===== src/rtl/reg_sweep_ctrl.sv =====
// Register-file sweep controller: dumps every entry onto a ready/valid stream or fills every entry.
// Build option SWEEP_FILL_INC_EN: fill writes fill_value + index instead of a constant fill_value.
module reg_sweep_ctrl #(
    parameter int unsigned NUM_REGS = 16
) (
    input  logic        clk,
    input  logic        clear,
    input  logic        start,
    input  logic        mode,
    input  logic [15:0] fill_value,
    output logic [3:0]  read_reg_1,
    input  logic [15:0] reg_1_data,
    output logic        reg_write,
    output logic [3:0]  write_reg_no,
    output logic [15:0] input_data,
    output logic        out_valid,
    input  logic        out_ready,
    output logic [15:0] out_data,
    output logic [3:0]  out_reg_no,
    output logic        busy,
    output logic        done
);

    localparam logic [3:0] LAST_IDX = 4'(NUM_REGS - 1);

`ifdef SWEEP_FILL_INC_EN
    localparam bit FILL_INC = 1'b1;
`else
    localparam bit FILL_INC = 1'b0;
`endif

    typedef enum logic [2:0] {
        IDLE,
        DUMP_RD,
        DUMP_OUT,
        FILL,
        DONE
    } state_t;

    state_t      state, state_nxt;
    logic [3:0]  idx, idx_nxt;
    logic [3:0]  idx_inc;
    logic [15:0] fill_q, fill_q_nxt;

    logic [3:0]  read_reg_1_nxt;
    logic        reg_write_nxt;
    logic [3:0]  write_reg_no_nxt;
    logic [15:0] input_data_nxt;
    logic        out_valid_nxt;
    logic [15:0] out_data_nxt;
    logic [3:0]  out_reg_no_nxt;
    logic        done_nxt;

    function automatic logic [15:0] fill_word(input logic [15:0] base, input logic [3:0] i);
        return FILL_INC ? (base + {12'd0, i}) : base;
    endfunction

    assign idx_inc = idx + 4'd1;
    assign busy    = (state != IDLE);

    // Outputs are registered from next-state values so they are valid in the same cycle the state is.
    always_comb begin
        state_nxt        = state;
        idx_nxt          = idx;
        fill_q_nxt       = fill_q;
        read_reg_1_nxt   = read_reg_1;
        reg_write_nxt    = 1'b0;
        write_reg_no_nxt = write_reg_no;
        input_data_nxt   = input_data;
        out_valid_nxt    = out_valid;
        out_data_nxt     = out_data;
        out_reg_no_nxt   = out_reg_no;
        done_nxt         = 1'b0;

        case (state)
            IDLE: begin
                if (start) begin
                    idx_nxt    = '0;
                    fill_q_nxt = fill_value;
                    if (mode) begin
                        state_nxt        = FILL;
                        reg_write_nxt    = 1'b1;
                        write_reg_no_nxt = '0;
                        input_data_nxt   = fill_word(fill_value, 4'd0);
                    end else begin
                        state_nxt      = DUMP_RD;
                        read_reg_1_nxt = '0;
                    end
                end
            end

            DUMP_RD: begin
                out_data_nxt   = reg_1_data;
                out_reg_no_nxt = idx;
                out_valid_nxt  = 1'b1;
                state_nxt      = DUMP_OUT;
            end

            DUMP_OUT: begin
                if (out_ready) begin
                    out_valid_nxt = 1'b0;
                    if (idx == LAST_IDX) begin
                        state_nxt = DONE;
                        done_nxt  = 1'b1;
                    end else begin
                        idx_nxt        = idx_inc;
                        read_reg_1_nxt = idx_inc;
                        state_nxt      = DUMP_RD;
                    end
                end
            end

            FILL: begin
                if (idx == LAST_IDX) begin
                    state_nxt = DONE;
                    done_nxt  = 1'b1;
                end else begin
                    idx_nxt          = idx_inc;
                    reg_write_nxt    = 1'b1;
                    write_reg_no_nxt = idx_inc;
                    input_data_nxt   = fill_word(fill_q, idx_inc);
                end
            end

            DONE: begin
                state_nxt = IDLE;
            end

            default: begin
                state_nxt = IDLE;
            end
        endcase
    end

    always_ff @(posedge clk or posedge clear) begin
        if (clear) begin
            state        <= IDLE;
            idx          <= '0;
            fill_q       <= '0;
            read_reg_1   <= '0;
            reg_write    <= 1'b0;
            write_reg_no <= '0;
            input_data   <= '0;
            out_valid    <= 1'b0;
            out_data     <= '0;
            out_reg_no   <= '0;
            done         <= 1'b0;
        end else begin
            state        <= state_nxt;
            idx          <= idx_nxt;
            fill_q       <= fill_q_nxt;
            read_reg_1   <= read_reg_1_nxt;
            reg_write    <= reg_write_nxt;
            write_reg_no <= write_reg_no_nxt;
            input_data   <= input_data_nxt;
            out_valid    <= out_valid_nxt;
            out_data     <= out_data_nxt;
            out_reg_no   <= out_reg_no_nxt;
            done         <= done_nxt;
        end
    end

endmodule

===== config.mk =====
export PLATFORM = sky130hd
export DESIGN_NAME = reg_sweep_ctrl
export DESIGN_NICKNAME = d
export VERILOG_FILES = /design/src/rtl/reg_sweep_ctrl.sv
export SDC_FILE = /design/constraint.sdc
export NUM_CORES = 1
export LEC_CHECK = 0
export ABC_AREA = 1
export CAP_MARGIN = 40
export CELL_PAD_IN_SITES_DETAIL_PLACEMENT = 2
export CELL_PAD_IN_SITES_GLOBAL_PLACEMENT = 2
export CORE_MARGIN = 1.5
export CORE_UTILIZATION = 27
export CTS_CLUSTER_SIZE = 28
export DETAILED_ROUTE_END_ITERATION = 16
export PLACE_DENSITY = 0.79
export SETUP_SLACK_MARGIN = 0.05
export SYNTH_ARGS = -nofsm -noshare
export SYNTH_HDL_FRONTEND = slang
export SYNTH_SLANG_ARGS = --single-unit

===== constraint.sdc =====
create_clock -name clk -period 2.8 [get_ports clk]
set_input_delay 0.42 -clock clk [delete_from_list [all_inputs] [get_ports clk]]
set_output_delay 0.42 -clock clk [all_outputs]
set_load 0.01 [all_outputs]

Word-level counts from Yosys, hierarchy flattened. Cells that the tools add are included.

Mux-type cells: 31. Add/sub/neg operators: 1. Reductions and logical operators: 12. Equal/unequal tests: 11.

Operators by type and width (number): 16-bit two-way mux (3); 4-bit two-way mux (9); 16-bit case mux with 2 select lines (1); 4-bit case mux with 2 select lines (2); 2-bit inequality test (second input constant) (7); 3-bit two-way mux (4); 3-bit case mux with 4 select lines (1); 4-bit case mux with 3 select lines (1); 3-bit by 2-bit == test with 1-bit output (second input constant) (2); 1-bit two-way mux (6); 1-bit case mux with 2 select lines (3); 3-bit AND reduction (2); 2-bit nonzero test (3); 3-bit nonzero test (2); 5-bit AND reduction (1); 4-bit by 1-bit adder with 4-bit output (second input constant) (1); 4-bit == test (second input constant) (1); 2-bit AND reduction (2); 4-bit AND reduction (1); 3-bit by 1-bit == test with 1-bit output (second input constant) (1); 3-bit zero test (1); 2-bit two-way mux (1).

Word-level logic and storage cells: 66. Flip-flop bits (word level): 70. Output and inout port bits: 48.

Depth between registers and ports, before layout.
Depth after elaboration: 4. Gate-level depth with buffers: 10.

Least setup slack after synthesis. No wires, ideal clock.

Path type: reg-to-reg. From: reg state[0]. To: reg input_data[0]. Clock period less this slack: 1.381 ns. Stages on the path, launching flop included: 10. Arrival: 1.264 ns. Path buffers: 1. Data required time: 2.683 ns. Setup slack: 1.419 ns. Library setup time: 0.117 ns. Cell sequence: dfrtp_1 inv_2 nand2_4 nor2_4 nand2_1 nand2_4 inv_4 buf_6 nand2_1 nand2_1.

Longest elaborated chain between the ends: 3. Elaborated cells between the ends (all ways): 8. Those cells by class: eq/ne (4); mux (1); reduce/logical (3).

RTL lines: start, declared (line 40) `state_t state, state_nxt;`; start signal, assigned (line 149) `state <= state_nxt;`; 3-bit by 2-bit == test with 1-bit output / 3-bit zero test (equally long branches) (line 75) `case (state)`; 2-bit inequality test (no source line) / 2-bit nonzero test (equally long branches); 4-bit AND reduction (no source line); end signal, assigned (line 155) `input_data <= input_data_nxt;`; end, declared (line 15) `output logic [15:0] input_data,`.

Several ways; a longest one is shown, not always the timed one. A chain may end at the register's enable or synchronous reset.

Final worst setup path.
From: reg state[1]. To: reg out_reg_no[0].

Longest elaborated chain between the ends: 1.

RTL lines: 3-bit by 1-bit == test with 1-bit output (line 75); end signal, assigned (line 158) `out_reg_no <= out_reg_no_nxt;`; end, declared (line 19) `output logic [3:0] out_reg_no,`.

No other way between the ends.

==> run_results.csv <==
group,metric,value,unit
outcome,outcome,"finished clean",
clocking,cts_hold_buf,0,
floorplan,die_area,11870,um2
synthesis,ys_seq_elements,70,
placed_design,gp_congestion,0.7675,
critical_path,cp_slowest_cell,"inv_1",
critical_path,cp_top_family,"simple AND/OR/NAND/NOR gates",
power,power_frac_seq,35.7,%
critical_path,path_class,"register to register",
global_route,grt-ovfl-total,0,
cells_and_area,final_layout_size_suffix_gt1_share,7.778,%
critical_path,slowest_delay,500,ps
synthesis,synth_top_family_by_area,"simple AND/OR/NAND/NOR gates",
floorplan,fp.dieW,108.9,um
synthesis,synth_fp_nets,397,
synthesis,synth_simple_gate_area_share,27.09,%
synthesis,syn_avg_cell_area,8.441,um2
floorplan,core,10890,um2
synthesis,synthMuxAreaShare,0,%
clocking,numClockSinks,70,
power,ir_drop,0.3053,mV
global_route,gr-usage-met3,5.678,%
sta,finalCritPeriodShare,72.17,%
synthesis,ys_seq_area_share,57.80,%
power,internal-power,2.883,mW
cells_and_area,finalNonFillerCells,590,
clocking,cts_root_buffer,"clkbuf_8",
route,firstDrtPassIters,4,
synthesis,synth_top_area_share,57.80,%
sta,setup-violations-final,0,
sta,fin_skew,10.37,ps
clocking,cts_tree,"yes",
placed_design,portBuffers,84,
hold_path,min_path_type,"input port to async pin",
sta,max_slew_margin,49.64,%
sta,drv_slew,0,
route,drc,0,
clocking,clockBufferDepth,2,
critical_path,r2r_start,"state[1]$_DFFE_PP0P_",
synthesis,synth_compound_gate_area_share,7.556,%
clocking,numCtsBuffers,9,
sta,layout_min_cycle_time,2021,ps
route,ant_nets,0,
global_route,grt_max_degree,51,
cells_and_area,final_nets,483,
power,p_leak,2.071,nW
synthesis,synth.cell_area,3030,um2
route,num_vias,2707,
clocking,htreeDepth,3,
critical_path,crit_chain,"nor2_4 -> inv_1 -> nor2_4 -> inv_1 -> nand2_1 -> o21ai_0",
power,switching_power,1.883,mW
global_route,grt_use_met1,18.55,%
critical_path,cp.required,3000,ps
critical_path,rr_worst_depth,6,
synthesis,synthAdderAreaFrac,0.4129,%
global_route,grt_pass1_vias,3042,
power,switching_share,39.50,%
global_route,met2_usage,29.82,%
placed_design,dpl.hpwl,6.482,mm
power,clkPwrFrac,20.1,%
clocking,cts_resized,0,
critical_path,critPathCaptureType,"register",
sta,whs,399.9,ps
synthesis,ys_top_cells_by_area,"dfrtp_1 (58%), nand2_1 (20%), o21ai_0 (6.1%)",
global_route,grt_usage,16.52,%
floorplan,row_count,38,
synthesis,ys_types,24,
clocking,postCtsSetupBuffers,0,
cells_and_area,fillers,1227,
critical_path,rrSetupSlack,780,ps
sta,finalSetupTns,0,ps
placed_design,place_area,4001,um2
route,drt-total-wl,8.919,mm
clocking,worstSkewPairLatency,350,ps
cells_and_area,syn2layout_area_growth,39.72,%
power,pwr-share-comb,44.2,%
sta,timing_hold_violations_final,0,
power,power_density,1126,nW/um2
floorplan,fp.dieH,108.9,um
job,max_cap_viol_count,0,
placed_design,place_inst,574,
cells_and_area,diodes,0,
cells_and_area,final_area,4234,um2
critical_path,r2r-end,"out_reg_no[0]$_DFFE_PP0P_",
critical_path,cp_max_fo,24,
floorplan,ios,85,
synthesis,yosys.area.top_type,"dfrtp_1",
global_route,grt_pass1_wl,14.92,mm
critical_path,crit_buf_inv,2,
sta,rsz0062_at_grt,"no",
global_route,antenna_found_initial,0,
critical_path,cp-start-kind,"register",
global_route,grt.busiest_layer,"met2",
floorplan,initial_core_util,27.83,%
synthesis,synth_warnings,0,
route,wl_per_cell,15.12,um
route,viasPerCell,4.588,
sta,clock.fmax,0.4949,GHz
clocking,cts.clk_slew.worst_paths,80,ps
route,drtIter0Drc,71,
synthesis,synth-xor-area-share,0.2890,%
sta,worstMarginPinSlew,754.6,ps
synthesis,synthCells,359,
critical_path,cp.arrival,2220,ps
-- cell families after synthesis --
logic type / count (synthesis)
AO/OA/AOI/OAI: 45
XOR/XNOR: 1
adder cells (fa/ha/maj): 1
buffers and inverters: 46
flip-flops: 70
AND/OR/NAND/NOR: 196
-- per-layer routing --
metal / up-vias / share of wire, %
met1: 1351 / 41
met3: 12 / 5.8
met5: - / 0
met2: 63 / 52
li1: 1281 / -
met4: 0 / 0.85
-- layout by cell type (no fill, tap or decap) --
cell type	Yosys	routed
buf_4	1	1
nor2_1	8	8
xnor2_1	1	1
a21oi_1	3	3
bufinv_16	0	2
nand3_1	12	12
clkdlybuf4s50_1	0	84
o21ai_0	37	37
nand2_1	162	162
nand2_4	3	3
nand2_2	2	2
o211ai_1	1	1
buf_12	0	1
nor2_2	1	1
o21ai_1	3	3
clkinvlp_4	0	1
o22ai_1	1	1
nand4_1	4	4
clkbuf_8	0	11
clkinv_2	1	2
inv_2	4	5
ha_1	1	1
inv_4	1	1
clkinv_4	0	1
nor2_4	4	4
dfrtp_1	70	70
inv_1	29	28
-- power by group through the flow --
stage	clock, mW	combinational [mW]	sequential, mW
3_3_place_gp	0	2.04	1.71
6_report	0.957	2.11	1.70
2_1_floorplan	0	1.11	1.80
5_1_grt	1.04	2.39	1.76
3_5_place_dp	0	2.15	1.73
4_1_cts	0.981	2.17	1.71
-- final cells by class --
| cell class | instances | area (um2) | area share (%) |
|---|---|---|---|
| clock buffers | 11 | 151.4 | 3.576 |
| well taps | 140 | 175.2 | 4.137 |
| clock inverters | 5 | 81.33 | 1.921 |
| repair buffers | 86 | 868.3 | 20.51 |
| multi-input cells | 243 | 1071 | 25.30 |
| inverters | 35 | 135.1 | 3.191 |
| flip-flops and latches | 70 | 1752 | 41.37 |
-- cell usage after synthesis --
master    number
nor2_1         8
nand2_2        2
nand3_1       12
o21ai_1        3
o22ai_1        1
nand4_1        4
dfrtp_1       70
xnor2_1        1
buf_2          4
nand2_1      162
ha_1           1
inv_4          1
o211ai_1       1
inv_1         29
a21oi_1        3
buf_6          3
nor2_2         1
clkinv_2       1
inv_2          4
o21ai_0       37
nand2_4        3
clkbuf_1       3
buf_4          1
nor2_4         4
-- how the worst max path moves through the flow --
stage / cells after the start / slack, ps / endpoint / start
finish: 6 / 780 / out_reg_no[0]$_DFFE_PP0P_ / state[1]$_DFFE_PP0P_
global route: 5 / 500 / out_reg_no[2]$_DFFE_PP0P_ / state[1]$_DFFE_PP0P_
CTS: 5 / 650 / out_reg_no[2]$_DFFE_PP0P_ / state[1]$_DFFE_PP0P_
detailed placement: 6 / 670 / out_reg_no[0]$_DFFE_PP0P_ / state[1]$_DFFE_PP0P_
global placement: 6 / 800 / out_reg_no[2]$_DFFE_PP0P_ / state[1]$_DFFE_PP0P_
floorplan: 1 / 610 / done$_DFF_PP0_ / clear
-- flip-flops by register name, summed over array words and instances, names as in the netlist --
register,cells
fill_q,16
input_data,16
state,3
idx,4
done,1
write_reg_no,4
read_reg_1,4
out_valid,1
out_reg_no,4
out_data,16
reg_write,1
-- metrics by stage --
step	setup slack [ps]	total power, mW	util [%]
2_1_floorplan	611.8	2.905	-
3_3_place_gp	799.3	3.741	36.75
3_5_place_dp	673.5	3.882	36.75
4_1_cts	653.2	4.868	38.89
5_1_grt	500.8	5.183	38.89
6_report	779.2	4.766	38.89
No activity file was read; power rests on OpenSTA's default activity.
